File: config.mk
export PLATFORM = sky130hd
export DESIGN_NAME = mem_io_bridge
export DESIGN_NICKNAME = d
export VERILOG_FILES = /design/src/rtl/mem_io_bridge.sv
export SDC_FILE = /design/constraint.sdc
export NUM_CORES = 1
export LEC_CHECK = 0
export ABC_AREA = 1
export BUFFER_PORTS_ARGS = -buffer_cell sky130_fd_sc_hd__buf_2
export CAP_MARGIN = 40
export CORE_UTILIZATION = 50
export CTS_BUF_LIST = sky130_fd_sc_hd__clkbuf_4 sky130_fd_sc_hd__clkbuf_8
export DETAILED_ROUTE_END_ITERATION = 12
export PLACE_DENSITY = 0.77
export SYNTH_ARGS = -nofsm -noshare
export SYNTH_HDL_FRONTEND = slang
export SYNTH_SLANG_ARGS = --single-unit
File: constraint.sdc
create_clock -name Clk -period 4.5 [get_ports Clk]
set_clock_uncertainty 0.1 [all_clocks]
set_input_delay 0.675 -clock Clk [delete_from_list [all_inputs] [get_ports Clk]]
set_output_delay 0.675 -clock Clk [all_outputs]
set_load 0.01 [all_outputs]
File: src/rtl/mem_io_bridge.sv
// Memory-mapped bridge from the CPU Req/Ack bus to external SRAM and a bank of
// synchronised input channels / output registers in a 16-word I/O window.
module mem_io_bridge #(
  parameter int          DATA_W    = 16,
  parameter int          ADDR_W    = 20,
  parameter int          NUM_IN    = 1,
  parameter int          NUM_OUT   = 4,
  parameter logic [15:0] IO_BASE   = 16'hFFF0,
  parameter int          SRAM_WAIT = 1
) (
  input  logic                      Clk,
  input  logic                      Reset,
  input  logic                      Req,
  input  logic                      WE,
  input  logic [ADDR_W-1:0]         ADDR,
  input  logic [DATA_W-1:0]         Data_from_CPU,
  output logic [DATA_W-1:0]         Data_to_CPU,
  output logic                      Ack,
  output logic [ADDR_W-1:0]         SRAM_ADDR,
  output logic [DATA_W-1:0]         Data_to_SRAM,
  input  logic [DATA_W-1:0]         Data_from_SRAM,
  output logic                      SRAM_CE_N,
  output logic                      SRAM_OE_N,
  output logic                      SRAM_WE_N,
  input  logic [NUM_IN*DATA_W-1:0]  In_ch,
  output logic [NUM_OUT*DATA_W-1:0] Out_ch,
  output logic [NUM_OUT-1:0]        Out_stb
);

  typedef enum logic [1:0] {IDLE, IO, SRAM, ACK} state_t;

  state_t state, next_state;

  logic                     io_hit;
  logic [NUM_IN*DATA_W-1:0] sync1, sync2;
  logic                     we_q;
  logic [3:0]               idx_q;
  logic [DATA_W-1:0]        wdata_q;
  logic [3:0]               wait_cnt;
  logic [DATA_W-1:0]        io_rdata;

  assign io_hit = (ADDR[15:4] == IO_BASE[15:4]);

  always_ff @(posedge Clk or negedge Reset) begin
    if (!Reset) begin
      sync1 <= '0;
      sync2 <= '0;
    end else begin
      sync1 <= In_ch;
      sync2 <= sync1;
    end
  end

  // Unpopulated input slots read back as zero.
  always_comb begin
    io_rdata = '0;
    for (int i = 0; i < NUM_IN; i++) begin
      if (idx_q == 4'(i)) io_rdata = sync2[i*DATA_W +: DATA_W];
    end
  end

  always_ff @(posedge Clk or negedge Reset) begin
    if (!Reset) state <= IDLE;
    else        state <= next_state;
  end

  always_comb begin
    next_state = state;
    Ack        = 1'b0;
    case (state)
      IDLE: if (Req) next_state = io_hit ? IO : SRAM;
      IO:   next_state = ACK;
      SRAM: if (!SRAM_CE_N && wait_cnt == 4'd0) next_state = ACK;
      ACK: begin
        Ack        = 1'b1;
        next_state = IDLE;
      end
      default: next_state = IDLE;
    endcase
  end

  // The first SRAM cycle only presents address/data; strobes assert on the
  // following edge so the address is settled before CE_N falls.
  always_ff @(posedge Clk or negedge Reset) begin
    if (!Reset) begin
      we_q         <= 1'b0;
      idx_q        <= '0;
      wdata_q      <= '0;
      wait_cnt     <= '0;
      Data_to_CPU  <= '0;
      SRAM_ADDR    <= '0;
      Data_to_SRAM <= '0;
      SRAM_CE_N    <= 1'b1;
      SRAM_OE_N    <= 1'b1;
      SRAM_WE_N    <= 1'b1;
      Out_ch       <= '0;
      Out_stb      <= '0;
    end else begin
      Out_stb <= '0;
      case (state)
        IDLE: begin
          if (Req) begin
            we_q    <= WE;
            idx_q   <= ADDR[3:0];
            wdata_q <= Data_from_CPU;
            if (!io_hit) begin
              SRAM_ADDR    <= ADDR;
              Data_to_SRAM <= Data_from_CPU;
              wait_cnt     <= 4'(SRAM_WAIT);
            end
          end
        end
        IO: begin
          if (we_q) begin
            for (int i = 0; i < NUM_OUT; i++) begin
              if (idx_q == 4'(i)) begin
                Out_ch[i*DATA_W +: DATA_W] <= wdata_q;
                Out_stb[i]                 <= 1'b1;
              end
            end
          end else begin
            Data_to_CPU <= io_rdata;
          end
        end
        SRAM: begin
          if (SRAM_CE_N) begin
            SRAM_CE_N <= 1'b0;
            SRAM_OE_N <= we_q;
            SRAM_WE_N <= !we_q;
          end else if (wait_cnt == 4'd0) begin
            if (!we_q) Data_to_CPU <= Data_from_SRAM;
            SRAM_CE_N <= 1'b1;
            SRAM_OE_N <= 1'b1;
            SRAM_WE_N <= 1'b1;
          end else begin
            wait_cnt <= wait_cnt - 4'd1;
          end
        end
        default: ;
      endcase
    end
  end

endmodule
==> flow_metrics.env, run 1 <==
export IMPL_ctsHoldBuffers=0
export IMPL_synth_compound_area_frac=0.0957
export IMPL_coreArea_um2=13900
export IMPL_cts_root_buf="clkbuf_8"
export IMPL_dp_cells=1097
export IMPL_critPathKind="reg2reg"
export IMPL_power_frac_clock=0.211
export IMPL_cts_sinks=182
export IMPL_p_leak_nw=4.78
export IMPL_comb_power_share=0.342
export IMPL_fp_dieW_um=122
export IMPL_first_iter_violations=365
export IMPL_grt_pass1_vias=5236
export IMPL_area_growth_pct=22.1
export IMPL_synthTopCellsByArea="dfrtp_1 63%, nand2_1 14%, o21ai_0 6.9%"
export IMPL_antenna_found_initial=0
export IMPL_synth_edf_count=0
export IMPL_status="complete, no violations"
export IMPL_clockBufferDepth=2
export IMPL_switching_power_mw=2.25
export IMPL_yosys_warnings=0
export IMPL_ant_nets=0
export IMPL_nNetsFinal=1015
export IMPL_post_cts_setup_buffers=0
export IMPL_pin_count=196
export IMPL_grt_pass1_wl_mm=26.2
export IMPL_grt_max_degree=103
export IMPL_worst_slew_pin_slew_ns=0.815
export IMPL_finalCritPeriodShare=0.546
export IMPL_rows=43
export IMPL_clk_pin_slew_worst_paths_ns=0.09
export IMPL_worst_slew_margin_rel=0.457
export IMPL_synthArstFlopShare=1.00
export IMPL_synth_area_per_cell_um2=9.60
export IMPL_synth_area_mux_share=0
export IMPL_arrival_ns=2.69
export IMPL_timing_fmax_mhz=407
export IMPL_layout_drive_gt1_share=0.287
export IMPL_final_area_um2=8740
export IMPL_cts_buffers=17
export IMPL_dpl_worst_slack_ns=2.00
export IMPL_finalSetupViolations=0
export IMPL_hp_class="in2async"
export IMPL_synth_nets=824
export IMPL_layout_min_cycle_time_ns=2.46
export IMPL_fin_ws_ns=2.04
export IMPL_wl_per_cell_um=14.3
export IMPL_gp_congestion=0.784
export IMPL_antenna_cells=0
export IMPL_setup_worst_path_end_class="flop"
export IMPL_die_y_um=122
export IMPL_syn_inst=745
export IMPL_synth_xor_area_frac=0.00122
export IMPL_peakVddDrop_mv=0.356
export IMPL_synth_area_um2=7150
export IMPL_drt_first_pass_iters=5
export IMPL_cts_resized=0
export IMPL_ys_seq_area_frac=0.637
export IMPL_setup_tns_ns=0
export IMPL_synthMostInstantiatedCell="nand2_1"
export IMPL_placed_area_um2=8280
export IMPL_grt_usage=0.232
export IMPL_clkLatencyLatePin_ns=0.46
export IMPL_synth_ff_type="dfrtp_1"
export IMPL_dieArea_um2=14800
export IMPL_portBuffers=195
export IMPL_fin_cells=1128
export IMPL_overflow=0
export IMPL_cpPeakStageDelay_ns=0.43
export IMPL_rsz0062_at_grt="false"
export IMPL_start_util=0.513
export IMPL_synth_fa_ha_area_frac=0.0122
export IMPL_via_per_inst=4.88
export IMPL_dp_hpwl_mm=11.2
export IMPL_required_ns=4.73
export IMPL_yosys_area_top_type_share=0.626
export IMPL_drc=0
export IMPL_synthSimpleGateAreaFrac=0.183
export IMPL_crit_path_start_kind="flop"
export IMPL_synth_top_family_by_area="simple AND/OR/NAND/NOR gates"
export IMPL_ys_top_cells_by_count="263 x nand2_1, 179 x dfrtp_1, 98 x o21ai_0"
export IMPL_ys_ff_latch=182
export IMPL_p_int_mw=3.70
export IMPL_slew_viol_final=0
export IMPL_yosys_area_top_type="dfrtp_1"
export IMPL_netSwitchingFraction=0.378
export IMPL_maxCapViolations=0
export IMPL_drt_total_wl_mm=16.1
export IMPL_htreeDepth=4
export IMPL_worst_path_max_fanout=41
export IMPL_cts_tree="yes"
export IMPL_vias=5503
export IMPL_ys_types=29
export IMPL_cpMaxStageDelayCell="dfrtp_1"
export IMPL_pwr_share_seq=0.446
export IMPL_path_cells="inv_1 -> ha_1 -> nand2_1 -> buf_4 -> inv_1 -> buf_4 -> nand2_2 -> buf_16 -> nand2_1 -> o21ai_0"
export IMPL_powerDensity_nw_per_um2=682
export IMPL_p_total_mw=5.96
export IMPL_hold_viol=0
==> sequential cells by signal (all words and copies together) (netlist names), 2 cells and up <==
name and cells:
Out_ch 64, SRAM_ADDR 20, Data_to_CPU 16, Data_to_SRAM 16, sync1 16, sync2 16, wdata_q 16, Out_stb 4
idx_q 4, wait_cnt 4, state 2
==> per-stage QoR <==
stage	hold WS, ns	util
6_report	0.169	0.627
3_5_place_dp	0.235	0.594
4_1_cts	0.184	0.627
5_1_grt	0.180	0.627
3_3_place_gp	0.231	0.589
2_1_floorplan	0.231	-
==> cell families after synthesis <==
logic type | count (synthesis)
buffers and inverters | 112
xor gates and xnor gates | 1
adders and majority gates | 7
DFF | 182
AOI/OAI and AO/OA | 126
and+or+nand+nor | 317
==> critical path: cells and delay by family (launching register included) <==
kind	cells	cell delay (ns)
simple gates	3	0.49
compound gates	1	0.08
flops	1	0.43
fa+ha+maj	1	0.24
buf+inv	5	0.97
==> layout make-up <==
class | count | area (um^2)
Fill cell | 1184 | 5200
Sequential cell | 182 | 4560
Multi-Input combinational cell | 451 | 2100
Timing Repair Buffer | 203 | 1100
Inverter | 81 | 304
Clock buffer | 18 | 241
Tap cell | 180 | 225
Clock inverter | 13 | 216
==> power groups by stage <==
stage	clock (mW)	combinational (mW)	sequential, mW
floorplan	0	1.02	2.84
finish	1.26	2.04	2.66
detailed placement	0	2.06	2.68
CTS	1.29	2.06	2.66
global placement	0	1.94	2.67
global route	1.35	2.32	2.74
==> per-layer routing <==
layer	up-vias	track usage	wire length, um
met4	0	0.0718	186
met2	184	0.376	7780
met1	2615	0.303	7040
met3	19	0.0655	1070
met5	-	0	0
li1	2685	-	-
==> final timing paths <==
kind	end	slack, ns	startpoint	depth (start not counted)
max in group asynchronous	Data_to_SRAM[10]	3.23	Reset	2
min in group Clk	sync1[4]	0.21	In_ch[4]	1
hold reg to reg	sync2[1]	0.25	sync1[1]	0
setup reg to reg	Data_to_SRAM[15]	2.04	state[1]	10
hold / removal	Data_to_CPU[11]	0.17	Reset	1
setup / recovery	Data_to_SRAM[15]	2.04	state[1]	10
==> layout by cell type (no fill, tap or decap), types with 7 or more instances in the layout <==
cell / instances
o21ai_1: 11
ha_1: 7
buf_2: 194
clkbuf_8: 18
nand2_2: 7
o21ai_2: 13
o21ai_0: 98
inv_1: 78
dfrtp_1: 179
nand3_1: 22
nor2_1: 13
nand2_1: 262
No activity file was read; power rests on OpenSTA's default activity.
==> run 2: changes to the inputs <==
Clock period 4.5 ns to 2.4 ns, I/O delays scaled along.
==> flow_metrics.env, run 2 (synthesis results as in run 1) <==
export IMPL_status="complete, no violations"
export IMPL_grt_pass1_vias=5339
export IMPL_gp_congestion=0.753
export IMPL_p_int_mw=6.82
export IMPL_portBuffers=195
export IMPL_layout_drive_gt1_share=0.287
export IMPL_pwr_share_seq=0.452
export IMPL_drt_first_pass_iters=4
export IMPL_setup_worst_path_end_class="flop"
export IMPL_clk_pin_slew_worst_paths_ns=0.09
export IMPL_rows=43
export IMPL_wl_per_cell_um=14.3
export IMPL_antenna_found_initial=0
export IMPL_antenna_cells=0
export IMPL_final_cell_mix="262 x nand2_1, 194 x buf_2, 179 x dfrtp_1"
export IMPL_regArea_um2=4560
export IMPL_r2r_slack_ns=0.35
export IMPL_ant_nets=0
export IMPL_hold_depth=3
export IMPL_largest_reg_flops=64
export IMPL_overflow=0
export IMPL_worst_slew_pin_slew_ns=0.710
export IMPL_nFillCells=1183
export IMPL_cts_buffers=17
export IMPL_largest_register="Out_ch"
export IMPL_powerDensity_nw_per_um2=1230
export IMPL_timing_fmax_mhz=487
export IMPL_vias=5530
export IMPL_setup_tns_ns=0
export IMPL_pin_count=196
export IMPL_htreeDepth=4
export IMPL_rr_worst_depth=8
export IMPL_arrival_ns=2.29
export IMPL_power_frac_clock=0.200
export IMPL_finalCritPeriodShare=0.856
export IMPL_netSwitchingFraction=0.381
export IMPL_hold_viol=0
export IMPL_multiInputGateArea_um2=2100
export IMPL_slew_viol_final=0
export IMPL_critPathKind="reg2reg"
export IMPL_worst_path_max_fanout=33
export IMPL_fp_dieW_um=122
export IMPL_crit_path_start_kind="flop"
export IMPL_area_growth_pct=24.9
export IMPL_via_per_inst=4.79
export IMPL_finalSetupViolations=0
export IMPL_dp_hpwl_mm=11.1
export IMPL_comb_power_share=0.348
export IMPL_p_leak_nw=4.88
export IMPL_maxCapViolations=0
export IMPL_grt_usage=0.239
export IMPL_final_common_cell="nand2_1"
export IMPL_grt_max_degree=73
export IMPL_final_core_util=0.641
export IMPL_cts_root_buf="clkbuf_8"
export IMPL_dieArea_um2=14800
export IMPL_rsz0062_at_grt="false"
export IMPL_cts_tree="yes"
export IMPL_hp_class="in2reg"
export IMPL_drc=0
export IMPL_worst_slew_margin_rel=0.526
export IMPL_nNetsFinal=1041
export IMPL_clkLatencyLatePin_ns=0.46
export IMPL_peakVddDrop_mv=0.689
export IMPL_coreArea_um2=13900
export IMPL_clockBufferDepth=2
export IMPL_required_ns=2.63
export IMPL_grt_pass1_wl_mm=26.9
export IMPL_start_util=0.513
export IMPL_cts_sinks=182
export IMPL_top_regs="Out_ch x64, SRAM_ADDR x20"
export IMPL_first_iter_violations=329
export IMPL_drt_total_wl_mm=16.6
export IMPL_switching_power_mw=4.21
export IMPL_layout_min_cycle_time_ns=2.05
export IMPL_die_y_um=122
-- run 2: changes by cell type in the layout (fill, tap and decap cells not counted), sizes merged --
cell         delta
buf             +7
bufinv          -2
clkbuf          +4
clkinv          +3
clkinvlp        -1
dlygate4sd3    +19
inv             -3
-- run 2: timing repair --
item	in CTS	in global routing
resized for setup	0	0
hold buffers	19	0
endpoints found under the hold margin	82	0
buffers inserted	0	0
-- run 2: worst max-delay path, stage by stage (launching register included) --
cell     delay (ns)
dfrtp_1        0.42
inv_1          0.12
ha_1           0.19
nand2_2        0.10
inv_2          0.09
nand2_4        0.14
nor3b_4        0.20
buf_4          0.40
o21ai_0        0.15
-- run 2: layer usage --
layer	GRT usage	vias up	wire length, um
met3	0.0777	19	1190
met1	0.311	2595	7240
li1	-	2741	-
met5	0	-	0
met4	0.0756	0	218
met2	0.380	175	7900
-- run 2: final cells by class --
cell class / instances / area share
multi-input cells: 451 / 0.234
clock inverters: 10 / 0.0162
flip-flops and latches: 182 / 0.510
clock buffers: 22 / 0.0318
well taps: 180 / 0.0252
inverters: 81 / 0.0340
repair buffers: 229 / 0.148
-- run 2: path summary, 6_finish.rpt --
path | from | end
max in group asynchronous | Reset | Out_ch[44]
max | state[1] | Out_ch[32]
min | ADDR[17] | SRAM_ADDR[17]
min in group asynchronous | Reset | Data_to_CPU[11]
min reg2reg | sync1[13] | sync2[13]
max reg2reg | state[1] | Out_ch[32]
-- run 2: metrics by stage --
step                      power [mW]  hold slack, ns  area (um^2)  setup slack (ns)  instances
after floorplan                 7.24         -0.0356         7150             0.735        745
after CTS                       11.1        0.000563         8940             0.316       1155
final                           11.0          0.0254         8940             0.345       1155
after global routing            11.9          0.0145         8940             0.147       1155
after global placement          8.72           0.232         8320             0.420       1104
after detailed placement        8.86           0.235         8320             0.329       1104
-- run 2: power by group through the flow --
stage / combinational, mW / sequential [mW] / clock [mW]
2_1_floorplan: 1.92 / 5.32 / 0
3_3_place_gp: 3.72 / 5.00 / 0
3_5_place_dp: 3.84 / 5.01 / 0
4_1_cts: 3.89 / 4.98 / 2.24
5_1_grt: 4.38 / 5.13 / 2.39
6_report: 3.84 / 4.98 / 2.21
==> run 3: changes to the inputs <==
Settings changed: CTS_BUF_LIST sky130_fd_sc_hd__clkbuf_4 sky130_fd_sc_hd__clkbuf_8 to default.
==> flow_metrics.env, run 3 (synthesis results as in run 1) <==
export IMPL_rows=43
export IMPL_r2r_start="state[1]"
export IMPL_layout_drive_gt1_share=0.285
export IMPL_fin_cells=1153
export IMPL_pwr_share_seq=0.427
export IMPL_hold_viol=0
export IMPL_final_cell_mix="262 x nand2_1, 194 x buf_2, 179 x dfrtp_1"
export IMPL_fp_dieW_um=122
export IMPL_dp_hpwl_mm=11.1
export IMPL_grt_max_degree=73
export IMPL_p_leak_nw=4.95
export IMPL_ant_nets=0
export IMPL_cts_sinks=182
export IMPL_hp_start="WE"
export IMPL_maxCapViolations=0
export IMPL_cpMaxStageDelayCell="dfrtp_1"
export IMPL_top_regs="Out_ch x64, SRAM_ADDR x20"
export IMPL_largest_reg_flops=64
export IMPL_final_common_cell="nand2_1"
export IMPL_timing_fmax_mhz=484
export IMPL_nNetsFinal=1039
export IMPL_grt_pass1_wl_mm=27.3
export IMPL_finalCritPeriodShare=0.861
export IMPL_drc=0
export IMPL_required_ns=2.65
export IMPL_largest_register="Out_ch"
export IMPL_vias=5619
export IMPL_slew_viol_final=0
export IMPL_arrival_ns=2.32
export IMPL_comb_power_share=0.329
export IMPL_clockBufferDepth=2
export IMPL_antenna_found_initial=0
export IMPL_peakVddDrop_mv=0.658
export IMPL_p_int_mw=7.40
export IMPL_wl_per_cell_um=14.5
export IMPL_hold_end="we_q"
export IMPL_dieArea_um2=14800
export IMPL_cts_buffers=17
export IMPL_setup_tns_ns=0
export IMPL_clkLatencyLatePin_ns=0.43
export IMPL_hold_depth=3
export IMPL_switching_power_mw=4.31
export IMPL_final_core_util=0.653
export IMPL_start_util=0.513
export IMPL_netSwitchingFraction=0.368
export IMPL_cts_tree="yes"
export IMPL_pin_count=196
export IMPL_post_cts_setup_buffers=0
export IMPL_htreeDepth=4
export IMPL_die_y_um=122
export IMPL_status="complete, no violations"
export IMPL_area_growth_pct=27.2
export IMPL_layout_min_cycle_time_ns=2.07
export IMPL_power_frac_clock=0.244
export IMPL_cts_root_buf="clkbuf_16"
export IMPL_worst_slew_margin_rel=0.524
export IMPL_antenna_cells=0
export IMPL_clk_pin_slew_worst_paths_ns=0.06
export IMPL_drt_total_wl_mm=16.7
export IMPL_overflow=0
export IMPL_gp_congestion=0.753
export IMPL_setup_worst_path_end_class="flop"
export IMPL_via_per_inst=4.87
export IMPL_rsz0062_at_grt="false"
export IMPL_hp_class="in2reg"
export IMPL_worst_path_max_fanout=33
export IMPL_crit_path_start_kind="flop"
export IMPL_portBuffers=195
export IMPL_coreArea_um2=13900
export IMPL_path_cells="inv_1 -> ha_1 -> nand2_2 -> inv_2 -> nand2_4 -> nor3b_4 -> buf_4 -> nand2_1 -> o21ai_2"
export IMPL_grt_pass1_vias=5364
export IMPL_drt_first_pass_iters=4
export IMPL_worst_slew_pin_slew_ns=0.713
export IMPL_first_iter_violations=306
export IMPL_dp_cells=1104
export IMPL_cpPeakStageDelay_ns=0.41
export IMPL_powerDensity_nw_per_um2=1290
export IMPL_nFillCells=1164
export IMPL_r2r_slack_ns=0.33
export IMPL_grt_usage=0.242
export IMPL_critPathKind="reg2reg"
export IMPL_r2r_end="Out_ch[42]"
export IMPL_finalSetupViolations=0
export IMPL_rr_worst_depth=9
run 3: cell count changes in the layout (fill, tap and decap cells not counted), sizes merged:
cell / previous run / this run
dlygate4sd3: 19 / 17
run 3: worst max path at each step:
| stage | end | slack (ns) | start |
|---|---|---|---|
| 2_1_floorplan | Out_ch[32] | 0.74 | state[1] |
| 3_3_place_gp | Out_ch[52] | 0.42 | state[1] |
| 3_5_place_dp | Out_ch[56] | 0.33 | state[1] |
| 4_1_cts | Out_ch[42] | 0.30 | state[1] |
| 5_1_grt | Out_ch[60] | 0.15 | state[1] |
| 6_report | Out_ch[42] | 0.33 | state[1] |
run 3: timing repair:
item                                   CTS  global route
hold buffers                            17             0
endpoints found under the hold margin   80             0
gates resized for setup                  0             0
run 3: stage by stage:
stage	power [mW]	setup slack, ns	instance area, um^2	hold WS, ns
global route	12.6	0.151	9100	0.0662
finish	11.7	0.335	9100	0.0634
detailed placement	8.86	0.329	8320	0.235
CTS	11.8	0.304	9100	0.0426
global placement	8.72	0.420	8320	0.232
floorplan	7.24	0.735	7150	-0.0356
run 3: worst max-delay path, delay by kind of cell, from the launching register on:
kind	cells	cell delay, ns
flops	1	0.41
compound gates	1	0.08
simple gates	4	0.58
buf+inv	3	0.61
fa+ha+maj	1	0.19
run 3: area by class of cell:
| type | instances | area (um^2) | area share |
|---|---|---|---|
| well taps | 180 | 225 | 0.0248 |
| inverters | 81 | 304 | 0.0334 |
| flip-flops and latches | 182 | 4560 | 0.501 |
| clock buffers | 22 | 464 | 0.0510 |
| repair buffers | 227 | 1310 | 0.143 |
| clock inverters | 10 | 145 | 0.0160 |
| multi-input cells | 451 | 2100 | 0.230 |
run 3: per-layer routing:
metal | routed length (um) | GRT usage | share of wire | up-vias
li1 | - | - | - | 2748
met1 | 7380 | 0.319 | 0.44 | 2673
met2 | 8010 | 0.385 | 0.48 | 174
met3 | 1090 | 0.0726 | 0.065 | 24
met4 | 255 | 0.0795 | 0.015 | 0
met5 | 0 | 0 | 0 | -
run 3: power by group through the flow:
stage	clock (mW)	combinational, mW	sequential [mW]
5_1_grt	3.05	4.39	5.15
3_3_place_gp	0	3.72	5.00
4_1_cts	2.90	3.90	4.99
2_1_floorplan	0	1.92	5.32
6_report	2.86	3.86	5.00
3_5_place_dp	0	3.84	5.01
